## config.mk

```make
export PLATFORM = sky130hd
export DESIGN_NAME = irq_ctrl_n
export DESIGN_NICKNAME = d
export VERILOG_FILES = /design/src/rtl/irq_ctrl_n.sv
export SDC_FILE = /design/constraint.sdc
export NUM_CORES = 1
export LEC_CHECK = 0
export CORE_ASPECT_RATIO = 1.2
export CORE_MARGIN = 3
export CORE_UTILIZATION = 30
export CTS_CLUSTER_SIZE = 16
export DETAILED_ROUTE_END_ITERATION = 7
export MAX_ROUTING_LAYER = met4
export PLACE_DENSITY_LB_ADDON = 0.2
export SETUP_SLACK_MARGIN = 0.02
export SLEW_MARGIN = 10
export SYNTH_ARGS = -nofsm -noshare
export SYNTH_HDL_FRONTEND = slang
export SYNTH_SLANG_ARGS = --single-unit
```

## constraint.sdc

```tcl
create_clock -name CLK -period 1.8 [get_ports CLK]
set_input_delay 0.18 -clock CLK [delete_from_list [all_inputs] [get_ports CLK]]
set_output_delay 0.18 -clock CLK [all_outputs]
set_load 0.05 [all_outputs]
```

## src/rtl/irq_ctrl_n.sv

```systemverilog
// Parametrised interrupt controller: IE/IF/IME registers, trigger edge detect, fixed-priority dispatch.
// Optional macro IRQ_CTRL_SYNC_EN inserts a 2-flop trigger synchroniser ahead of the edge detector.
module irq_ctrl_n #(
  parameter int unsigned NSRC       = 5,
  parameter int unsigned VW         = 16,
  parameter int unsigned VEC_BASE   = 32'h40,
  parameter int unsigned VEC_STRIDE = 8
) (
  input  logic            CLK,
  input  logic            RES,
  input  logic [NSRC-1:0] TRIG,
  input  logic [NSRC-1:0] WD,
  input  logic            IE_WR,
  input  logic            IF_WR,
  output logic [NSRC-1:0] IE_Q,
  output logic [NSRC-1:0] IF_Q,
  input  logic            IME_SET,
  input  logic            IME_CLR,
  output logic            IME_Q,
  output logic            IRQ_REQ,
  output logic            WAKE,
  input  logic            ACK,
  output logic [VW-1:0]   VEC,
  output logic            VEC_VLD,
  output logic [3:0]      IDX
);

  localparam logic [1:0] ST_IDLE = 2'd0;
  localparam logic [1:0] ST_REQ  = 2'd1;
  localparam logic [1:0] ST_DISP = 2'd2;

  logic [1:0]      state_q, state_d;
  logic [NSRC-1:0] ie_q, ie_d;
  logic [NSRC-1:0] if_q, if_d;
  logic            ime_q, ime_d;
  logic            irq_req_q, irq_req_d;
  logic [VW-1:0]   vec_q, vec_d;
  logic            vec_vld_q, vec_vld_d;
  logic [3:0]      idx_q, idx_d;
  logic [NSRC-1:0] trg_prev_q, trg_prev_d;
  logic [NSRC-1:0] trig_s;
  logic [NSRC-1:0] rise;
  logic [NSRC-1:0] pend;
  logic [NSRC-1:0] ack_clr;
  logic [3:0]      lo_idx;
  logic            disp;

`ifdef IRQ_CTRL_SYNC_EN
  logic [NSRC-1:0] sync1_q, sync1_d;
  logic [NSRC-1:0] sync2_q, sync2_d;

  always_comb begin
    sync1_d = TRIG;
    sync2_d = sync1_q;
  end

  always_ff @(posedge CLK or posedge RES) begin
    if (RES) begin
      sync1_q <= '0;
      sync2_q <= '0;
    end else begin
      sync1_q <= sync1_d;
      sync2_q <= sync2_d;
    end
  end

  assign trig_s = sync2_q;
`else
  assign trig_s = TRIG;
`endif

  assign rise = trig_s & ~trg_prev_q;
  assign pend = ie_q & if_q;

  // Lowest set pending bit wins; evaluated in the ACK cycle, not when the request was raised.
  always_comb begin
    lo_idx = 4'd0;
    for (int i = int'(NSRC) - 1; i >= 0; i--) begin
      if (pend[i]) lo_idx = 4'(i);
    end
  end

  always_comb begin
    state_d    = state_q;
    disp       = 1'b0;
    ack_clr    = '0;
    trg_prev_d = trig_s;
    case (state_q)
      ST_IDLE: if (ime_q && (pend != '0)) state_d = ST_REQ;
      ST_REQ: begin
        if (!ime_q || (pend == '0)) begin
          state_d = ST_IDLE;
        end else if (ACK) begin
          disp    = 1'b1;
          ack_clr = NSRC'(1) << lo_idx;
          state_d = ST_DISP;
        end
      end
      ST_DISP: state_d = ST_IDLE;
      default: state_d = ST_IDLE;
    endcase

    // A trigger edge always wins over a write or an acknowledge clear of the same bit.
    ie_d      = IE_WR ? WD : ie_q;
    if_d      = ((IF_WR ? WD : if_q) & ~ack_clr) | rise;
    ime_d     = (ime_q | IME_SET) & ~IME_CLR & ~disp;
    irq_req_d = (state_d == ST_REQ);
    vec_vld_d = disp;
    idx_d     = disp ? lo_idx : idx_q;
    vec_d     = disp ? VW'(VEC_BASE + 32'(lo_idx) * VEC_STRIDE) : vec_q;
  end

  always_ff @(posedge CLK or posedge RES) begin
    if (RES) begin
      state_q    <= ST_IDLE;
      ie_q       <= '0;
      if_q       <= '0;
      ime_q      <= 1'b0;
      irq_req_q  <= 1'b0;
      vec_q      <= '0;
      vec_vld_q  <= 1'b0;
      idx_q      <= 4'd0;
      trg_prev_q <= '0;
    end else begin
      state_q    <= state_d;
      ie_q       <= ie_d;
      if_q       <= if_d;
      ime_q      <= ime_d;
      irq_req_q  <= irq_req_d;
      vec_q      <= vec_d;
      vec_vld_q  <= vec_vld_d;
      idx_q      <= idx_d;
      trg_prev_q <= trg_prev_d;
    end
  end

  assign IE_Q    = ie_q;
  assign IF_Q    = if_q;
  assign IME_Q   = ime_q;
  assign IRQ_REQ = irq_req_q;
  assign VEC     = vec_q;
  assign VEC_VLD = vec_vld_q;
  assign IDX     = idx_q;
  assign WAKE    = |pend;

endmodule

```

==> metrics.md, run 1 <==
| Metric | Value |
|---|---|
| Status | completed |
| R2r setup slk | ~0.39 ns |
| Power per cell area | around 1200 mW/mm² |
| DRC viols | 0 |
| Final std cells w/o fill | around 170 |
| Pre-CTS setup slack | 0.345 ns |
| Switching share of power | roughly two fifths |
| Die Y-Extent | between 70 and 80 µm |
| Post-synthesis sequential area ratio | between 50% and 60% |
| Worst-path cell chain | clkdlybuf4s50_1 |
| Max Cap Viol | 0 |
| Total vias in the final route | 823 |
| Pin count of the biggest net entering global routing | 25 |
| Worst reg-to-reg path cell count | 4 |
| Synth top area share | a little over half |
| Crit start category | flop |
| Synth area leader | dfrtp_1 |
| Internal | 1.05 mW |
| I/O pin count | between 50 and 60 |
| Leakage | around 0.68 nW |
| Clock-pin slew on the worst setup and hold paths | ~0.080 ns |
| IO Port Bufs | 37 |
| Final setup fails | 0 |
| CTS H-tree depth | 1 |
| Commonest cells in the netlist | 24 x dfrtp_1, 16 x buf_4, 8 x nand2_1 |
| Cts bufs inserted | 3 |
| FF-to-FF Start | IE_Q[1] |
| Die X | around 60 µm |
| Post-Synthesis Cells | slightly below 100 |
| Worst setup margin | 0.0737 ns |
| Worst setup EP type | primary output |
| Max-slew violation count | 0 |
| Vias in the first global route | between 700 and 800 |
| Rel. slew slack | between 60% and 70% |
| Power share of the clock group | between 20% and 30% |
| Ranking of synthesized cells by area | dfrtp_1 55%, buf_4 11%, mux2_2 5.1% |
| Layout Skew | between 0.002 and 0.0025 ns |
| GRT Total Usage | approximately 11% |
| Top delay family on crit path | buffers and inverters |
| Remaining Overflow, GRT | 0 |
| Number of DRC markers in iteration 0 | 18 |
| First-pass GRT wire length | 3730 µm |
| Final min period | 1.73 ns |
| Crit Path Class | flop to primary output |
| Routability cong. | 0.735 |
| Total Wirelength | 2310 µm |
| P&R area growth vs syn | 37.5% |
| # diodes | 0 |
| Crit path from | IE_Q[3] |
| Syn Std Cell Area | between 0.001 and 0.0015 mm² |
| Later-pin clock latency in the skew report | 0.26 ns |
| Post-synth EDFFs | 0 |
| Clk sinks | 24 |
| RSZ-0062 raised after global routing | true |
| Final hold viol count | 0 |
| CP bufs+invs | 1 |
| Sequential share of power | around 38% |
| Worst flop-to-flop path endpoint | VEC[6] |
| Detail Route Antenna Nets | 0 |
| Worst VDD drop | about 0.39 mV |
| Critical path arrival | 1.55 ns |
| Initial Utilization | between 30 and 40% |
| Async S/R FF share, synth | 100% |
| Final #Nets | between 150 and 200 |
| HP Class | input port to async pin |
| #FFs+latches synth | 24 |
| Primary FF master, synth | dfrtp_1 |
| Area of the core | between 0.003 and 0.004 mm² |
| Initial antenna violation count | 0 |
| Core Util, Final | between 40% and 50% |
| Largest incremental delay on the critical path | about 0.84 ns |
| Sw power | 738 µW |
| Bufs on Longest Clock Path | 2 |
| Standard-cell rows | 23 |
| Worst-Margin Slew | between 0.5 and 0.6 ns |
| DPL Wire Length | between 1500 and 2000 µm |
| Vias/cell | 4.81 |
| Full die area | 0.00444 mm² |
| Crit share post-route | approximately 96% |
| Crit-path max FO | 5 |
| 1st-pass router iterations | 4 |
| Share of cells above drive strength 1 | between 10% and 20% |
| Most frequent cell after synthesis | dfrtp_1 |
| Combinational Power Share | 41.5% |
| CTS tree | done |
| Placed cells | about 170 |
| FMAX | approximately 580 MHz |
| Slowest CP cell | clkdlybuf4s50_1 |
| Yosys warns | 0 |
| DR WL/cell | about 14 µm |
| Post-Syn Area per Cell | approximately 11 µm² |
| Post-synth cell types | 26 |
| Critical Path RT | roughly 1.6 ns |
| Clock Tree Root | clkbuf_8 |
-- flip-flops by register name, summed over array words and instances, names as in the netlist --
register	flops
IDX	2
IE_Q	5
IF_Q	5
IME_Q	1
IRQ_REQ	1
VEC	2
VEC_VLD	1
state_q	2
trg_prev_q	5
-- worst max path at each step --
| stage | end | cells past startpoint |
|---|---|---|
| after global placement | IF_Q[4] | 4 |
| final | IE_Q[3] | 1 |
| after CTS | IF_Q[3] | 1 |
| after global routing | IE_Q[3] | 1 |
| after detailed placement | IF_Q[3] | 4 |
| after floorplan | IRQ_REQ | 3 |
-- per-stage QoR --
stage          cell area (µm²)  setup TNS [ns]  power (mW)  hold slack [ns]
2_1_floorplan             1150         -0.0798        1.23            0.194
3_3_place_gp              1450               0        1.43            0.394
3_5_place_dp              1450               0        1.43            0.401
4_1_cts                   1510               0        1.79            0.260
5_1_grt                   1510               0        1.87            0.282
6_report                  1510               0        1.79            0.251
-- power by group through the flow --
stage | Clock [mW] | Combinational (mW) | Sequential, mW
6_report | 0.366 | 0.742 | 0.678
2_1_floorplan | 0 | 0.335 | 0.891
3_5_place_dp | 0 | 0.746 | 0.688
3_3_place_gp | 0 | 0.741 | 0.686
4_1_cts | 0.369 | 0.745 | 0.678
5_1_grt | 0.393 | 0.782 | 0.691
-- cell type report --
class / instances / area, µm²
Fill cell: 331 / 1910
Sequential cell: 24 / 607
Multi-Input combinational cell: 60 / 399
Timing Repair Buffer: 39 / 380
Clock buffer: 4 / 55.1
Tap cell: 37 / 46.3
Inverter: 7 / 26.3
-- worst min-delay path, cell delays in order --
cell and delay (ns):
clkdlybuf4s50_1 0.39, inv_1 0.05, buf_4 0.29
-- cells in the final DEF, fill, tap and decap left out --
cell and count:
nand2_2 1, buf_4 4, or2_1 1, mux2_2 5
a22oi_1 1, nand2b_1 1, inv_1 7, nor2_1 2
clkdlybuf4s50_1 35, clkbuf_8 4, dfrtp_2 5, a21oi_2 1
nand4b_1 1, conb_1 13, o221ai_1 1, o21ai_0 2
a31oi_1 1, o22ai_1 4, a41o_2 1, dfrtp_1 19
mux2i_1 4, a222oi_1 1, nor3_1 1, a21oi_1 2
nand2_1 7, a22oi_2 1, and4b_1 5, and4_1 1
o21ai_1 2, a32oi_1 1
-- repair_timing --
action,4_1_cts,5_1_grt
resized for setup,0,1
buffers inserted,0,0
hold buffers,0,0
setup endpoints to repair,0,1
-- per-layer routing --
metal  vias to the layer above  GRT usage (%)  wire [µm]
met5                         -              -          0
met4                         0           3.61          8
met3                         2           2.31        138
met2                        31           17.2       1160
met1                       403           15.1       1000
li1                        387              -          -
-- logic make-up after synthesis --
group                  after synthesis  share of synthesized area (%)
AOI/OAI and AO/OA                   18                           11.3
DFF                                 24                           54.5
and+or+nand+nor                     20                           11.1
other                                1                          0.341
muxes                                9                           8.75
buffers and inverters               25                           14.0
No activity file was read; power rests on OpenSTA's default activity.
==> run 2, diff against run 1 <==
Settings changed: CORE_UTILIZATION 30 to 50, DONT_BUFFER_PORTS from default to 1.
==> metrics.md, run 2 (synthesized netlist as in run 1, its figures left out) <==
| Metric | Value |
|---|---|
| Vias/cell | a little over 5 |
| Standard-cell rows | 18 |
| Die Y-Extent | roughly 57 µm |
| Crit start category | flop |
| Max-slew violation count | 0 |
| Die X | 48.8 µm |
| Fill cells | ~180 |
| Fin Hold WS | between 0.007 and 0.008 ns |
| P&R area growth vs syn | 25.8% |
| Clock-pin slew on the worst setup and hold paths | around 0.12 ns |
| HP Class | input port to flop |
| # diodes | 0 |
| CTS tree | done |
| Status | completed |
| Clk sinks | 24 |
| Placed cells | between 100 and 150 |
| Area of the core | 0.00207 mm² |
| Final setup fails | 0 |
| Share of cells above drive strength 1 | approximately 28% |
| Remaining Overflow, GRT | 0 |
| Crit-path max FO | 3 |
| Power, Total | between 1.5 and 2 mW |
| Footprint of the multi-input gates | between 300 and 400 µm² |
| Final std cells w/o fill | 159 |
| I/O pin count | just over 50 |
| Most frequent cells in the layout | 19 x dfrtp_1, 19 x buf_4, 14 x dlygate4sd3_1, 13 x conb_1 |
| RSZ-0062 raised after global routing | false |
| Vias in the first global route | 777 |
| DRC viols | 0 |
| Worst VDD drop | between 0.6 and 0.7 mV |
| Initial antenna violation count | 0 |
| Power per cell area | 1130 mW/mm² |
| Critical Path RT | 1.62 ns |
| IO Port Bufs | 0 |
| Reg area | 607 µm² |
| First-pass GRT wire length | around 3500 µm |
| Total vias in the final route | 810 |
| Later-pin clock latency in the skew report | approximately 0.31 ns |
| 1st-pass router iterations | 4 |
| Detail Route Antenna Nets | 0 |
| CTS H-tree depth | 1 |
| Final hold viol count | 0 |
| Total Wirelength | between 2000 and 2500 µm |
| Initial Utilization | 53.1% |
| Setup TNS | 0 ns |
| FMAX | just over 600 MHz |
| DR WL/cell | around 14 µm |
| Number of DRC markers in iteration 0 | 21 |
| Bufs on Longest Clock Path | 2 |
| Core Util, Final | around 67% |
| Worst setup EP type | primary output |
| GRT Total Usage | around 17% |
| Pre-CTS setup slack | 0.405 ns |
| Layout Skew | 0.00641 ns |
| Clock Tree Root | clkbuf_4 |
| Leakage | between 0.6 and 0.7 nW |
| Full die area | roughly 0.0028 mm² |
| Critical path arrival | roughly 1.5 ns |
| DPL Wire Length | around 1700 µm |
| Area of placed instances | around 0.0012 mm² |
| Max Cap Viol | 0 |
| Cts bufs inserted | 3 |
| Final min period | ~1.7 ns |
| Pin count of the biggest net entering global routing | 15 |
| Worst setup margin | around 0.15 ns |
| Crit Path Class | flop to primary output |
| Routability cong. | 0.730 |
| Cell area after layout | 0.00139 mm² |
| Final #Nets | approximately 150 |
| Crit share post-route | between 90% and 100% |
==> run 2: critical path, stage by stage (launching register included) <==
cell and delay [ns]:
dfrtp_2 0.44, a222oi_1 0.34, buf_4 0.18, nand2_2 0.06, buf_6 0.15
==> run 2: worst paths after layout <==
path,cells past startpoint,slack (ns),endpoint,start
max in group asynchronous,3,0.98,IE_Q[4],RES
setup reg to reg,3,0.24,IE_Q[0],IE_Q[0]
hold / removal,2,0.007,IF_Q[3],TRIG[3]
hold reg to reg,1,0.42,IF_Q[1],trg_prev_q[1]
setup / recovery,4,0.15,WAKE,IF_Q[1]
min in group asynchronous,2,0.29,IE_Q[0],RES
==> run 2: power breakdown <==
group          switching [mW]  internal [mW]  leakage, nW
sequential             0.0791          0.610        0.279
clock                   0.153         0.0864       0.0150
combinational           0.466          0.168        0.371
==> run 2: what timing repair did <==
| item | CTS | global route |
|---|---|---|
| hold buffers | 7 | 7 |
| setup endpoints to repair | 0 | 1 |
| hold endpoints to repair | 17 | 5 |
| buffers inserted | 0 | 2 |
| resized for setup | 0 | 1 |
==> run 2: layout make-up <==
| cell class | count | area share, % |
|---|---|---|
| clock buffers | 4 | 1.90 |
| flip-flops and latches | 24 | 43.8 |
| inverters | 7 | 1.90 |
| repair buffers | 34 | 21.2 |
| well taps | 30 | 2.71 |
| multi-input cells | 60 | 28.5 |
==> run 2: layer usage <==
metal,GRT usage [%],wire (µm)
met2,27.4,1180
met4,6.10,22
met1,19.9,868
met3,4.96,157
met5,-,0
==> run 3, diff against run 2 <==
Settings changed: CORE_ASPECT_RATIO 1.2 to 0.8, CTS_BUF_LIST from default to sky130_fd_sc_hd__clkbuf_4 sky130_fd_sc_hd__clkbuf_8 sky130_fd_sc_hd__clkbuf_16.
Clock period 1.8 ns to 1.4 ns, I/O delays scaled along.
==> metrics.md, run 3 (synthesized netlist as in run 1, its figures left out) <==
| Metric | Value |
|---|---|
| Status | finished with violations |
| Failing checks | setup timing |
| Most frequent cells in the layout | 20 x buf_4, 18 x dfrtp_1, 16 x dlygate4sd3_1, 13 x conb_1 |
| Reg area | approximately 600 µm² |
| Worst VDD drop | ~1.5 mV |
| Worst flop-to-flop path endpoint | IRQ_REQ |
| GRT Total Usage | between 10% and 20% |
| Met2 GRT Util | around a third |
| Layout Skew | between 0.006 and 0.007 ns |
| Initial Utilization | around 56% |
| Total vias in the final route | around 820 |
| Initial antenna violation count | 0 |
| First-pass GRT wire length | around 3700 µm |
| HP Class | input port to flop |
| Later-pin clock latency in the skew report | 0.33 ns |
| Clk sinks | 24 |
| FF-to-FF Start | IE_Q[1] |
| CTS tree | done |
| Vias in the first global route | roughly 780 |
| Grt met3 use | under 10% |
| Met1 GRT Util | a little over a fifth |
| Footprint of the multi-input gates | ~410 µm² |
| Die X | 58.5 µm |
| CTS H-tree depth | 1 |
| 1st-pass router iterations | 4 |
| P&R area growth vs syn | 34.7% |
| Power per cell area | roughly 1600 mW/mm² |
| Worst reg-to-reg path cell count | 6 |
| Final #Nets | 152 |
| RSZ-0062 raised after global routing | true |
| DRC viols | 0 |
| Max Cap Viol | 0 |
| Worst-path cell chain | a222oi_1 > buf_4 > nand2_4 > buf_8 |
| IO Port Bufs | 0 |
| Standard-cell rows | 14 |
| Total Wirelength | between 2000 and 2500 µm |
| Most common cell after layout, fill and taps aside | buf_4 |
| I/O pin count | 51 |
| Full die area | roughly 0.0028 mm² |
| Worst setup EP type | primary output |
| Clock Tree Root | clkbuf_4 |
| Crit share post-route | 115% |
| Placed cells | approximately 130 |
| Critical path arrival | ~1.5 ns |
| Fin Hold WS | about 0.0056 ns |
| Remaining Overflow, GRT | 0 |
| Top delay family on crit path | flip-flops |
| Crit start category | flop |
| Cts bufs inserted | 3 |
| Crit Path Class | flop to primary output |
| Clock-pin slew on the worst setup and hold paths | 0.14 ns |
| Max-slew violation count | 0 |
| Vias/cell | around 5.2 |
| Final std cells w/o fill | about 160 |
| GR peak layer | met2 |
| Core Util, Final | 74.9% |
| Bufs on Longest Clock Path | 2 |
| # diodes | 0 |
| Slowest CP cell | dfrtp_2 |
| Largest incremental delay on the critical path | between 0.4 and 0.5 ns |
| Final min period | approximately 1.6 ns |
| R2r setup slk | -0.09 ns |
| CP bufs+invs | 2 |
| Pin count of the biggest net entering global routing | 25 |
| Critical Path RT | approximately 1.3 ns |
| Final hold viol count | 0 |
| Number of DRC markers in iteration 0 | 17 |
| Worst Setup EP | WAKE |
| Crit-path max FO | 2 |
| Routability cong. | a little under 0.8 |
| Critical Path Stages | 4 |
| Die Y-Extent | between 40 and 50 µm |
| Worst setup margin | -0.210 ns |
| Share of cells above drive strength 1 | between 30% and 40% |
| Leakage | slightly above 0.7 nW |
| Crit path from | IE_Q[1] |
| FMAX | 621 MHz |
| DR WL/cell | around 15 µm |
| Setup TNS | -0.413 ns |
| Detail Route Antenna Nets | 0 |
| Area of the core | a little under 0.002 mm² |
| Fill cells | around 130 |
| DPL Wire Length | roughly 1600 µm |
| Final setup fails | 4 |
run 3: per-layer routing:
| metal | vias up | wire, µm | part of all wire, % |
|---|---|---|---|
| li1 | 388 | - | - |
| met1 | 394 | 1020 | 42 |
| met2 | 39 | 1210 | 49 |
| met3 | 2 | 201 | 8.2 |
| met4 | 0 | 15 | 0.61 |
| met5 | - | 0 | 0 |
run 3: where the power goes:
part | switching (mW) | leakage (nW) | total (mW) | internal [mW]
registers | 0.0767 | 0.278 | 0.862 | 0.785
logic | 0.655 | 0.406 | 0.924 | 0.269
clock network | 0.226 | 0.0279 | 0.516 | 0.290
run 3: worst min-delay path by stage:
stage,cells after the start,from,end
floorplan,1,RES,IDX[0]
global placement,2,RES,IDX[0]
detailed placement,2,RES,trg_prev_q[0]
CTS,2,WD[4],IF_Q[4]
global route,2,WD[3],IF_Q[3]
finish,3,IF_WR,IF_Q[0]
run 3: layout make-up:
cell class              instances  area share, %
clock inverters                 1           2.03
repair buffers                 39           24.1
clock buffers                   3           1.52
inverters                       7           1.77
flip-flops and latches         24           41.0
well taps                      24           2.03
multi-input cells              60           27.6
run 3: what timing repair did:
action                                  CTS  global route
hold buffers                             14             2
endpoints found under the hold margin    40             1
pin swaps                                 1             2
buffers inserted                          4             1
gates cloned                              0             0
gates resized for setup                   3             3
endpoints found under the setup margin    1            10
run 3: through the flow:
step           power, mW  instance area [µm²]  worst slack, ns
4_1_cts             2.29                 1450           -0.219
3_3_place_gp        1.71                 1210           0.0974
3_5_place_dp        1.72                 1210           0.0855
5_1_grt             2.38                 1480           -0.321
6_report            2.30                 1480           -0.210
2_1_floorplan       1.58                 1160           -0.426
run 3: worst reg2reg max path, stage by stage (launching register included):
cell      delay (ns)
dfrtp_2         0.43
a222oi_1        0.32
buf_4           0.18
nand2_4         0.05
buf_4           0.14
buf_6           0.10
and4b_1         0.17
